`config.mk`:
```
export PLATFORM = sky130hd
export DESIGN_NAME = i2s_rx
export DESIGN_NICKNAME = d
export VERILOG_FILES = /design/src/rtl/i2s_rx.sv
export SDC_FILE = /design/constraint.sdc
export NUM_CORES = 1
export LEC_CHECK = 0
export CAP_MARGIN = 20
export CORE_MARGIN = 10
export CORE_UTILIZATION = 50
export DETAILED_ROUTE_END_ITERATION = 12
export GPL_ROUTABILITY_DRIVEN = 0
export PLACE_DENSITY_LB_ADDON = 0.1
export REMOVE_ABC_BUFFERS = 1
export SETUP_SLACK_MARGIN = 0.15
export SKIP_CTS_REPAIR_TIMING = 1
export SLEW_MARGIN = 20
export SYNTH_ARGS = -nofsm -noshare
export SYNTH_HDL_FRONTEND = slang
export SYNTH_SLANG_ARGS = --single-unit
```
`constraint.sdc`:
```
create_clock -name clk -period 2.55 [get_ports clk]
set_clock_uncertainty 0.15 [all_clocks]
set_input_delay 0.255 -clock clk [delete_from_list [all_inputs] [get_ports clk]]
set_output_delay 0.255 -clock clk [all_outputs]
set_load 0.01 [all_outputs]
```
`src/rtl/i2s_rx.sv`:
```
// I2S receiver: synchronizes the async bit clock, word select and data into clk,
// deserializes left/right words and presents the upper OUT_W bits as a stereo pair.
module i2s_rx #(
  parameter int unsigned SMPL_W = 24,
  parameter int unsigned OUT_W  = 16
) (
  input  logic                    clk,
  input  logic                    rst,
  input  logic                    I2S_sclk,
  input  logic                    I2S_ws,
  input  logic                    I2S_data,
  output logic signed [OUT_W-1:0] lft_chnnl,
  output logic signed [OUT_W-1:0] rght_chnnl,
  output logic                    vld
);

  localparam int unsigned CNT_W  = $clog2(SMPL_W + 1);
  localparam int unsigned SYNC_W = 3;

  typedef enum logic [2:0] {
    SYNC      = 3'd0,
    LFT_SHFT  = 3'd1,
    LFT_WAIT  = 3'd2,
    RGHT_SHFT = 3'd3,
    RGHT_WAIT = 3'd4
  } state_t;

  state_t r_state;
  state_t w_state_nxt;

  logic [SYNC_W-1:0] r_sclk_ff;
  logic [SYNC_W-1:0] r_ws_ff;
  logic [SYNC_W-1:0] r_data_ff;
  logic              r_sclk_prev;
  logic              r_ws_prev;
  logic [CNT_W-1:0]  r_bit_cnt;
  logic [SMPL_W-2:0] r_shreg;
  logic [OUT_W-1:0]  r_lft_hold;

  logic              w_sclk_s;
  logic              w_ws_s;
  logic              w_data_s;
  logic              w_rise;
  logic              w_ws_fall;
  logic              w_ws_rise;
  logic              w_ws_chg;
  logic              w_word_done;
  logic [SMPL_W-1:0] w_shift_nxt;
  logic [OUT_W-1:0]  w_word_top;

  logic              w_shift;
  logic              w_cnt_clr;
  logic              w_lft_latch;
  logic              w_rght_done;

  assign w_sclk_s    = r_sclk_ff[SYNC_W-1];
  assign w_ws_s      = r_ws_ff[SYNC_W-1];
  assign w_data_s    = r_data_ff[SYNC_W-1];
  assign w_rise      = w_sclk_s & ~r_sclk_prev;
  assign w_ws_fall   = w_rise & r_ws_prev & ~w_ws_s;
  assign w_ws_rise   = w_rise & ~r_ws_prev & w_ws_s;
  assign w_ws_chg    = w_rise & (r_ws_prev ^ w_ws_s);
  assign w_word_done = (r_bit_cnt == CNT_W'(SMPL_W - 1));
  assign w_shift_nxt = {r_shreg, w_data_s};
  assign w_word_top  = w_shift_nxt[SMPL_W-1 -: OUT_W];

  // State register
  always_ff @(posedge clk) begin
    if (rst) r_state <= SYNC;
    else     r_state <= w_state_nxt;
  end

  // Next-state logic; a ws edge inside a shift state means the frame was short
  always_comb begin
    w_state_nxt = r_state;
    case (r_state)
      SYNC:      if (w_ws_fall) w_state_nxt = LFT_SHFT;
      LFT_SHFT:  if (w_ws_chg) w_state_nxt = SYNC;
                 else if (w_rise && w_word_done) w_state_nxt = LFT_WAIT;
      LFT_WAIT:  if (w_ws_rise) w_state_nxt = RGHT_SHFT;
      RGHT_SHFT: if (w_ws_chg) w_state_nxt = SYNC;
                 else if (w_rise && w_word_done) w_state_nxt = RGHT_WAIT;
      RGHT_WAIT: if (w_ws_fall) w_state_nxt = LFT_SHFT;
      default:   w_state_nxt = SYNC;
    endcase
  end

  // Datapath controls decoded from the current state
  always_comb begin
    w_shift     = 1'b0;
    w_cnt_clr   = 1'b0;
    w_lft_latch = 1'b0;
    w_rght_done = 1'b0;
    case (r_state)
      LFT_SHFT, RGHT_SHFT: begin
        if (w_ws_chg) begin
          w_cnt_clr = 1'b1;
        end else if (w_rise) begin
          w_shift = 1'b1;
          if (w_word_done) begin
            w_cnt_clr = 1'b1;
            if (r_state == LFT_SHFT) w_lft_latch = 1'b1;
            else                     w_rght_done = 1'b1;
          end
        end
      end
      default: ;
    endcase
  end

  // Synchronizers, edge history, shifter and registered outputs
  always_ff @(posedge clk) begin
    if (rst) begin
      r_sclk_ff   <= '0;
      r_ws_ff     <= '0;
      r_data_ff   <= '0;
      r_sclk_prev <= 1'b0;
      r_ws_prev   <= 1'b0;
      r_bit_cnt   <= '0;
      r_shreg     <= '0;
      r_lft_hold  <= '0;
      lft_chnnl   <= '0;
      rght_chnnl  <= '0;
      vld         <= 1'b0;
    end else begin
      r_sclk_ff   <= {r_sclk_ff[SYNC_W-2:0], I2S_sclk};
      r_ws_ff     <= {r_ws_ff[SYNC_W-2:0], I2S_ws};
      r_data_ff   <= {r_data_ff[SYNC_W-2:0], I2S_data};
      r_sclk_prev <= w_sclk_s;
      if (w_rise) r_ws_prev <= w_ws_s;
      if (w_cnt_clr)
        r_bit_cnt <= '0;
      else if (w_shift && (r_bit_cnt != CNT_W'(SMPL_W)))
        r_bit_cnt <= r_bit_cnt + CNT_W'(1);
      if (w_shift)     r_shreg    <= w_shift_nxt[SMPL_W-2:0];
      if (w_lft_latch) r_lft_hold <= w_word_top;
      vld <= w_rght_done;
      if (w_rght_done) begin
        rght_chnnl <= w_word_top;
        lft_chnnl  <= r_lft_hold;
      end
    end
  end

endmodule

```
==> impl_metrics.env <==
export IMPL_status="finished clean"
export IMPL_power_leakage_nw=1.24
export IMPL_critPathCaptureType="flip-flop"
export IMPL_wl_met2_um=3080
export IMPL_m1WireLength_um=3110
export IMPL_yosysWarnings=0
export IMPL_cts_buffers=9
export IMPL_syn_area_um2=3370
export IMPL_wl_per_cell_um=12.9
export IMPL_nets=437
export IMPL_hold_class="primary input to flip-flop"
export IMPL_drtPass1Iterations=4
export IMPL_async_reset_ff_share_pct=0
export IMPL_rr_worst_depth=6
export IMPL_grt_util_all_layers_pct=13.4
export IMPL_synth_top_flop_cell="dfxtp_1"
export IMPL_via_per_inst=5.16
export IMPL_path_clk_slew_ns=0.09
export IMPL_whs_path_depth=2
export IMPL_die_w_um=102
export IMPL_hpwlAfterDp_um=4280
export IMPL_synthCells=398
export IMPL_fin_cells=512
export IMPL_powerDensity_nw_per_um2=608
export IMPL_post_route_cell_area_um2=3970
export IMPL_grt_max_degree=71
export IMPL_startpoint="r_bit_cnt[1]"
export IMPL_cts_tree="done"
export IMPL_max_slew_margin_pct=69.7
export IMPL_synth_edf_count=0
export IMPL_r2r_slack_ns=0.44
export IMPL_dp_cells=496
export IMPL_fill_cells=576
export IMPL_slowest_delay_ns=0.60
export IMPL_place_area_um2=3780
export IMPL_grt_pass1_vias=2432
export IMPL_max_slew_worst_pin_slew_ns=0.451
export IMPL_avgSynthCellArea_um2=8.46
export IMPL_fin_tns_setup_ns=0
export IMPL_core_um2=6460
export IMPL_slew_viol_final=0
export IMPL_hp_start="rst"
export IMPL_yosysMostFrequentCell="nand2_1"
export IMPL_cts_htree_levels=3
export IMPL_yosys_top_cells_area="dfxtp_1, nand2_1, a21oi_1"
export IMPL_top_layer_used="met4"
export IMPL_io_buffers=37
export IMPL_drt_initial_drc_count=146
export IMPL_maxClockFrequency_ghz=0.475
export IMPL_cap_viol_max_count=0
export IMPL_die_h_um=102
export IMPL_vdd_drop_max_mv=0.433
export IMPL_ff_latch_area_um2=1820
export IMPL_multi_input_area_um2=1410
export IMPL_final_util_pct=61.5
export IMPL_synth_seq_cells=91
export IMPL_hold_viol=0
export IMPL_syn_to_final_growth_pct=18.0
export IMPL_synth_top_area_share_pct=54.1
export IMPL_cp_arrival_ns=2.19
export IMPL_postRouteAntennaNets=0
export IMPL_cp_cell_sequence="ha_1, nand4b_1, or4_1, buf_4, nand2_2, a21oi_2"
export IMPL_row_count=29
export IMPL_fin_crit_ns=2.11
export IMPL_synth_cell_types=33
export IMPL_wl_met3_um=332
export IMPL_vias=2640
export IMPL_cp_start_kind="flip-flop"
export IMPL_cp_max_fo=11
export IMPL_io_pins=38
export IMPL_crit_type="flip-flop to flip-flop"
export IMPL_total_power_w=0.00242
export IMPL_drc=0
export IMPL_antenna_found_initial=0
export IMPL_die_area_um2=10400
export IMPL_drt_wl_total_um=6620
export IMPL_seq_area_frac_synth_pct=54.1
export IMPL_finalCritPeriodShare_pct=82.6
export IMPL_layout_drive_gt1_share_pct=11.0
export IMPL_clockRootBuffer="clkbuf_8"
export IMPL_rsz0062_at_grt="false"
export IMPL_yosys_top_cells_count="nand2_1, dfxtp_1, a21oi_1, clkbuf_1, nor2b_1"
export IMPL_required_ns=2.63
export IMPL_clock_latency_ns=0.35
export IMPL_grt_remaining_overflow=0
export IMPL_cts_sinks=91
export IMPL_grt_pass1_wl_um=11200
export IMPL_synth_top_area_cell="dfxtp_1"
export IMPL_start_util_pct=52.1
export IMPL_r2r_start="r_bit_cnt[1]"
export IMPL_antenna_cells=0
export IMPL_final_setup_viol_count=0
export IMPL_clk_path_buf_depth=2
export IMPL_slowest_stage="or4_1"
[power by group]
part / internal [W] / switching (W)
sequential: 0.00143 / 0.00000263
clock: 0.000457 / 0.000490
combinational: 0.0000129 / 0.0000278
total: 0.00190 / 0.000520
[registers in the layout, indices dropped and copies added, names as in the netlist]
signal and flops:
r_sclk_prev 1, r_ws_ff 3, r_state 3, r_lft_hold 16, r_ws_prev 1, r_data_ff 3, r_bit_cnt 5, rght_chnnl 16
r_shreg 23, lft_chnnl 16, r_sclk_ff 3, vld 1
[path summary, 6_finish.rpt]
| path | endpoint |
|---|---|
| worst min register to register | r_data_ff[2] |
| worst max register to register | r_lft_hold[11] |
| worst min-delay path | r_data_ff[0] |
| worst max-delay path | r_lft_hold[11] |
[area by class of cell]
cell class,count,area share (%)
inverters,3,0.283
multi-input cells,279,35.4
well taps,77,2.43
clock buffers,11,3.31
flip-flops and latches,91,45.9
clock inverters,5,1.54
repair buffers,46,11.2
[stage by stage]
step	hold slack [ns]	setup slack, ns
3_3_place_gp	0.269	0.538
3_5_place_dp	0.274	0.444
6_report	0.138	0.443
5_1_grt	0.140	0.264
4_1_cts	0.140	0.443
2_1_floorplan	0.167	0.439
[cells by family after synthesis]
| kind of cell | Yosys count | synth area share, % |
|---|---|---|
| simple gates | 187 | 25.3 |
| flops | 91 | 54.1 |
| compound gates | 85 | 14.2 |
| buf+inv | 28 | 4.13 |
| xor+xnor | 5 | 1.52 |
| fa+ha+maj | 2 | 0.743 |
[routing by layer]
metal / track usage, % / vias up
li1: - / 1369
met1: 16.4 / 1215
met2: 21.4 / 45
met3: 4.32 / 11
met4: 5.10 / 0
met5: 0 / -
[layout by cell type (no fill, tap or decap), drive strengths merged]
cell type,netlist,routed
and4bb,1,1
nor4b,1,1
nand2b,3,3
nand4bb,1,1
nor3b,2,2
buf,10,10
clkinvlp,0,3
or4,1,1
clkbuf,15,11
ha,2,2
o21ai,3,3
clkdlybuf4s50,0,36
a31oi,1,1
dfxtp,91,91
nor4,1,1
nand2,147,147
a2111oi,1,1
xor2,1,1
inv,3,4
nand4b,2,2
and4,1,1
nor2b,11,11
nand3,5,5
a211oi,1,1
a311oi,2,2
a21oi,77,77
nand4,1,1
nor3,3,3
xnor2,4,4
nor2,6,6
bufinv,0,1
and4b,1,1
[critical path: cells and delay by family, from the launching register on]
kind | cells | cell delay, ns
and+or+nand+nor | 3 | 0.91
DFF | 1 | 0.38
buffers and inverters | 1 | 0.26
adders and majority gates | 1 | 0.25
AOI/OAI and AO/OA | 1 | 0.04
Note: power is estimated with default switching activity, not from simulation.
==> edit 1, RTL diff (same settings) <==
Reset style: asynchronous (`rst`), changed in 2 clocked blocks.
--- a/src/rtl/i2s_rx.sv
+++ b/src/rtl/i2s_rx.sv
@@ -67,3 +67,3 @@
   // State register
-  always_ff @(posedge clk) begin
+  always_ff @(posedge clk or posedge rst) begin
     if (rst) r_state <= SYNC;
@@ -111,3 +111,3 @@
   // Synchronizers, edge history, shifter and registered outputs
-  always_ff @(posedge clk) begin
+  always_ff @(posedge clk or posedge rst) begin
     if (rst) begin
Behaviour: same outputs for any inputs over 10 cycles, from zero or initial values and one cycle with rst high; that may be too few to reach the edited logic, so the function may still have changed.
==> edit 1 against the original RTL <==
- wire length is 10% lower
- setup slack worse by 0.11 ns
- critical endpoint is now lft_chnnl[10]
- final cell count is 27% lower
- sequential cell count stayed put
- final area is 8.9% higher
- maximum frequency is 5.0% lower
- critical path type unchanged
- area after synthesis is 8.5% higher
- utilization is 1.2 points lower
- critical path depth is 1 lower
Power is not compared: it rests on default switching activity, and its combinational part moved more than twofold at a synthesized area within 25%.
==> edit 1: results (changes against the original RTL) <==
* Clock root cell: clkbuf_8
* Drt pass-1 iters at 4 (unchanged)
* Arrival @ worst endpoint at 2.29 ns (+0.10 ns)
* Pin count of the biggest net entering global routing at 36 (-49%)
* CTS buffer count at 9 (unchanged)
* Reg2reg start: r_bit_cnt[0]
* Tot GR Track Use at 0.114 (-0.0202)
* Final net count at 279 (-36%)
* R2R cell count at 5 (-1)
* Wire per inst at 15.8 um (+22%)
* Slowest cell delay on critical path at 0.58 ns (-0.02 ns)
* Worst min path class: in -> async
* Top reg by flops: r_shreg
* Ys async rst share at 1.00 (+1.00)
* Largest cells by area after synthesis: dfrtp_1 62%, mux2_2 12%, mux2_4 12%, buf_12 1.1%, mux2_1 0.93%
* Clk_lat worst skew at 0.34 ns
* Max Fanout on Critical Path at 23 (+12)
* Clock transition at path regs at 0.08 ns
* M3 GR Usage at 0.0335 (-0.00969)
* H-tree levels at 3 (unchanged)
* Dpl hpwl at 4020 um (-6.1%)
* Worst ir drop on vdd at 0.000343 V
* Slew @ Worst Pin at 0.573 ns (+0.122 ns)
* Max reg flops at 23 (unchanged)
* # diodes at 0 (unchanged)
* Layout cells sized above 1 at 0.348 (+0.237)
* Routed vias/inst at 5.06 (-1.9%)
* Global-route wire length before repair at 10300 um (-8.5%)
* Worst reg-to-reg setup slack at 0.33 ns (-0.11 ns)
* Synth cell count leaders: 91 x dfrtp_1, 40 x mux2_2, 29 x mux2_4
* Met2 Use GR at 0.172 (-0.0428)
* Critical path's slowest cell: or4_4
* Proportion of synthesized chip area in sequential cells at 0.624 (+0.0825)
* Hold WS at 0.137 ns (-0.000473 ns)
* Via count of the first global-routing pass at 2043 (-16%)
* Terminus of the critical flop-to-flop path: lft_chnnl[10]
* Status: finished clean
* P_leak at 2.14 nW
* Synth unique cells at 43 (+30%)
* GRT met1 Usage at 0.147 (-0.0169)
* DRC violation total after the first TritonRoute iteration at 67 (-54%)
* YS warnings at 0 (unchanged)
* Port buffer count at 37 (unchanged)
==> edit 1: power by group <==
| part | total [W] | switching, W | internal (W) | leakage [nW] |
|---|---|---|---|---|
| Combinational | 0.000183 | 0.0000998 | 0.0000833 | 0.813 |
| Clock | 0.000897 | 0.000450 | 0.000446 | 0.0902 |
| Sequential | 0.00154 | 0.0000408 | 0.00150 | 1.24 |
==> edit 1: how the worst max path moves through the flow <==
stage	start	endpoint	slack [ns]
global placement	r_bit_cnt[0]	lft_chnnl[8]	0.39
detailed placement	r_bit_cnt[0]	lft_chnnl[9]	0.36
global route	r_bit_cnt[0]	lft_chnnl[8]	0.24
finish	r_bit_cnt[0]	lft_chnnl[10]	0.33
CTS	r_bit_cnt[0]	lft_chnnl[9]	0.35
floorplan	rst	lft_chnnl[0]	-0.22
==> edit 1: through the flow <==
| step | worst slack (ns) | setup TNS (ns) | std cells | cell area, um2 |
|---|---|---|---|---|
| after global routing | 0.236 | 0 | 375 | 4330 |
| after CTS | 0.346 | 0 | 375 | 4330 |
| after detailed placement | 0.364 | 0 | 360 | 4150 |
| final | 0.333 | 0 | 375 | 4330 |
| after floorplan | -0.219 | -19.89 | 213 | 3560 |
| after global placement | 0.386 | 0 | 360 | 4150 |
==> edit 1: worst max-delay path: cells and delay by family, from the launching register on <==
| family | cells | cell delay, ns |
|---|---|---|
| adder cells (fa/ha/maj) | 1 | 0.26 |
| buffers and inverters | 1 | 0.23 |
| AND/OR/NAND/NOR | 2 | 0.73 |
| multiplexers | 1 | 0.32 |
| flip-flops | 1 | 0.41 |
==> edit 1: routing by layer <==
metal / part of all wire / wire length [um] / vias up
met3: 0.047 / 278 / 6
met2: 0.47 / 2810 / 34
met4: 0.012 / 72 / 0
li1: - / - / 896
met1: 0.47 / 2770 / 960
met5: 0 / 0 / -
==> edit 1: layout make-up <==
type / instances / area (um2)
fill: 581 / 2850
sequential: 91 / 2280
multi-input combinational: 117 / 1270
timing repair buffer: 48 / 465
clock buffer: 12 / 135
tap: 99 / 124
clock inverter: 3 / 40.0
inverter: 5 / 20.0
==> edit 1: logic make-up (layout without fill, tap and decap cells) <==
logic type | Yosys count | in the layout | synth area share
DFF | 91 | 91 | 0.624
adders and majority gates | 2 | 2 | 0.00685
xor gates and xnor gates | 2 | 2 | 0.00480
and+or+nand+nor | 24 | 24 | 0.0504
buffers and inverters | 13 | 68 | 0.0295
muxes | 72 | 72 | 0.252
AOI/OAI and AO/OA | 17 | 17 | 0.0329
==> edit 2, RTL diff (same flow settings) <==
Made on the original files. Set the parameter `OUT_W` to 12 (it was 16).
--- a/src/rtl/i2s_rx.sv
+++ b/src/rtl/i2s_rx.sv
@@ -4,3 +4,3 @@
   parameter int unsigned SMPL_W = 24,
-  parameter int unsigned OUT_W  = 16
+  parameter int unsigned OUT_W  = 12
 ) (
Ports: changed (resized lft_chnnl and rght_chnnl); port bits go from 38 to 30. No check against the original RTL was run, so the function may have changed too.
==> edit 2 against the original RTL <==
- total power fell by 5.3%
- setup slack better by 0.23 ns
- wire length shrank 15%
- sequential cell count is 12 lower
- non-clock buffer count decreased by 9
- critical path depth unchanged
- area after synthesis is 15% lower
- final area is 14% lower
- critical path type unchanged
- largest cell class unchanged
==> edit 2: results (changes against the original RTL) <==
* Status: finished clean
* Synth Area in Compound Gates at 0.133 (-0.00917)
* Top reg by flops: r_shreg
* CTS buffer count at 9 (unchanged)
* Adder-cell share of the synthesized area at 0.00871 (+0.00128)
* Worst reg-to-reg setup slack at 0.68 ns (+0.23 ns)
* Met1 wire length at 2790 um (-10%)
* M3 GR Usage at 0.0327 (-0.0105)
* Critical path's slowest cell: dfxtp_1
* Top sig layer: met4
* Port buffer count at 29 (-22%)
* Proportion of synthesized chip area in sequential cells at 0.551 (+0.00926)
* Arrival @ worst endpoint at 2.01 ns (-0.18 ns)
* Final Hold Fails at 0 (unchanged)
* Met2 Use GR at 0.203 (-0.0117)
* Layout cells sized above 1 at 0.0796 (-0.0308)
* Worst hold start: rst
* Max Fanout on Critical Path at 24 (+13)
* Max reg flops at 23 (unchanged)
* # diodes at 0 (unchanged)
* Pin count of the biggest net entering global routing at 39 (-45%)
* Drt total wl at 5650 um (-15%)
* Dpl hpwl at 3630 um (-15%)
* Slew HR at 0.693 (-0.00429)
* Vias at 2252 (-15%)
* Main synth FF type: dfxtp_1
* Worst min path class: in -> reg
* Met2 wire length at 2410 um (-22%)
* Placement-stage cell area at 0.00321 mm2 (-15%)
* Largest cells by area after synthesis: dfxtp_1 55%, nand2_1 16%, a21oi_1 11%, nor2b_1 2.4%, buf_2 1.6%
* Global-route wire length before repair at 9490 um (-16%)
* Synth unique cells at 31 (-6.1%)
* GRT met1 Usage at 0.160 (-0.00410)
* Post-Synth XOR/XNOR Area at 0.0179 (+0.00262)
* Critical path endpoint: lft_chnnl[6]
* Tot GR Track Use at 0.130 (-0.00351)
* Slowest cell delay on critical path at 0.38 ns (-0.22 ns)
* Final net count at 379 (-13%)
* P_leak at 1.11 nW (-11%)
* Hold EP: r_sclk_ff[1]
* Worst Setup Start Kind: register
* Via count of the first global-routing pass at 2122 (-13%)
* Terminus of the critical flop-to-flop path: lft_chnnl[6]
* Worst ir drop on vdd at 0.000539 V (+25%)
* Met3 wire length at 346 um (+4.2%)
* Synth cell count leaders: 122 x nand2_1, 79 x dfxtp_1, 65 x a21oi_1
* DRC violation total after the first TritonRoute iteration at 162 (+11%)
* YS warnings at 0 (unchanged)
==> edit 2: power breakdown <==
part | switching, W | internal, W
clock network | 0.000455 | 0.000556
logic | 0.0000239 | 0.0000116
registers | 0.00000248 | 0.00124
total | 0.000481 | 0.00181
==> edit 2: layout make-up <==
class | count | area, um2
inverters | 3 | 11.3
flip-flops and latches | 79 | 1580
repair buffers | 37 | 345
clock inverters | 6 | 92.6
clock buffers | 10 | 128
well taps | 72 | 90.1
fillers | 505 | 2110
multi-input cells | 242 | 1190
==> edit 2: stage by stage <==
step	instances	setup WS (ns)	util	hold slack [ns]
after floorplan	324	0.621	-	0.174
after global placement	433	0.759	0.580	0.267
after detailed placement	433	0.697	0.580	0.276
after CTS	449	0.663	0.620	0.120
after global routing	449	0.481	0.620	0.123
final	449	0.676	0.620	0.133
==> edit 2: worst register-to-register path: stages (launching register included) <==
cell     delay, ns
dfxtp_1       0.38
ha_1          0.24
and4b_1       0.31
and4_1        0.24
buf_4         0.27
nand2_1       0.09
a21oi_1       0.13
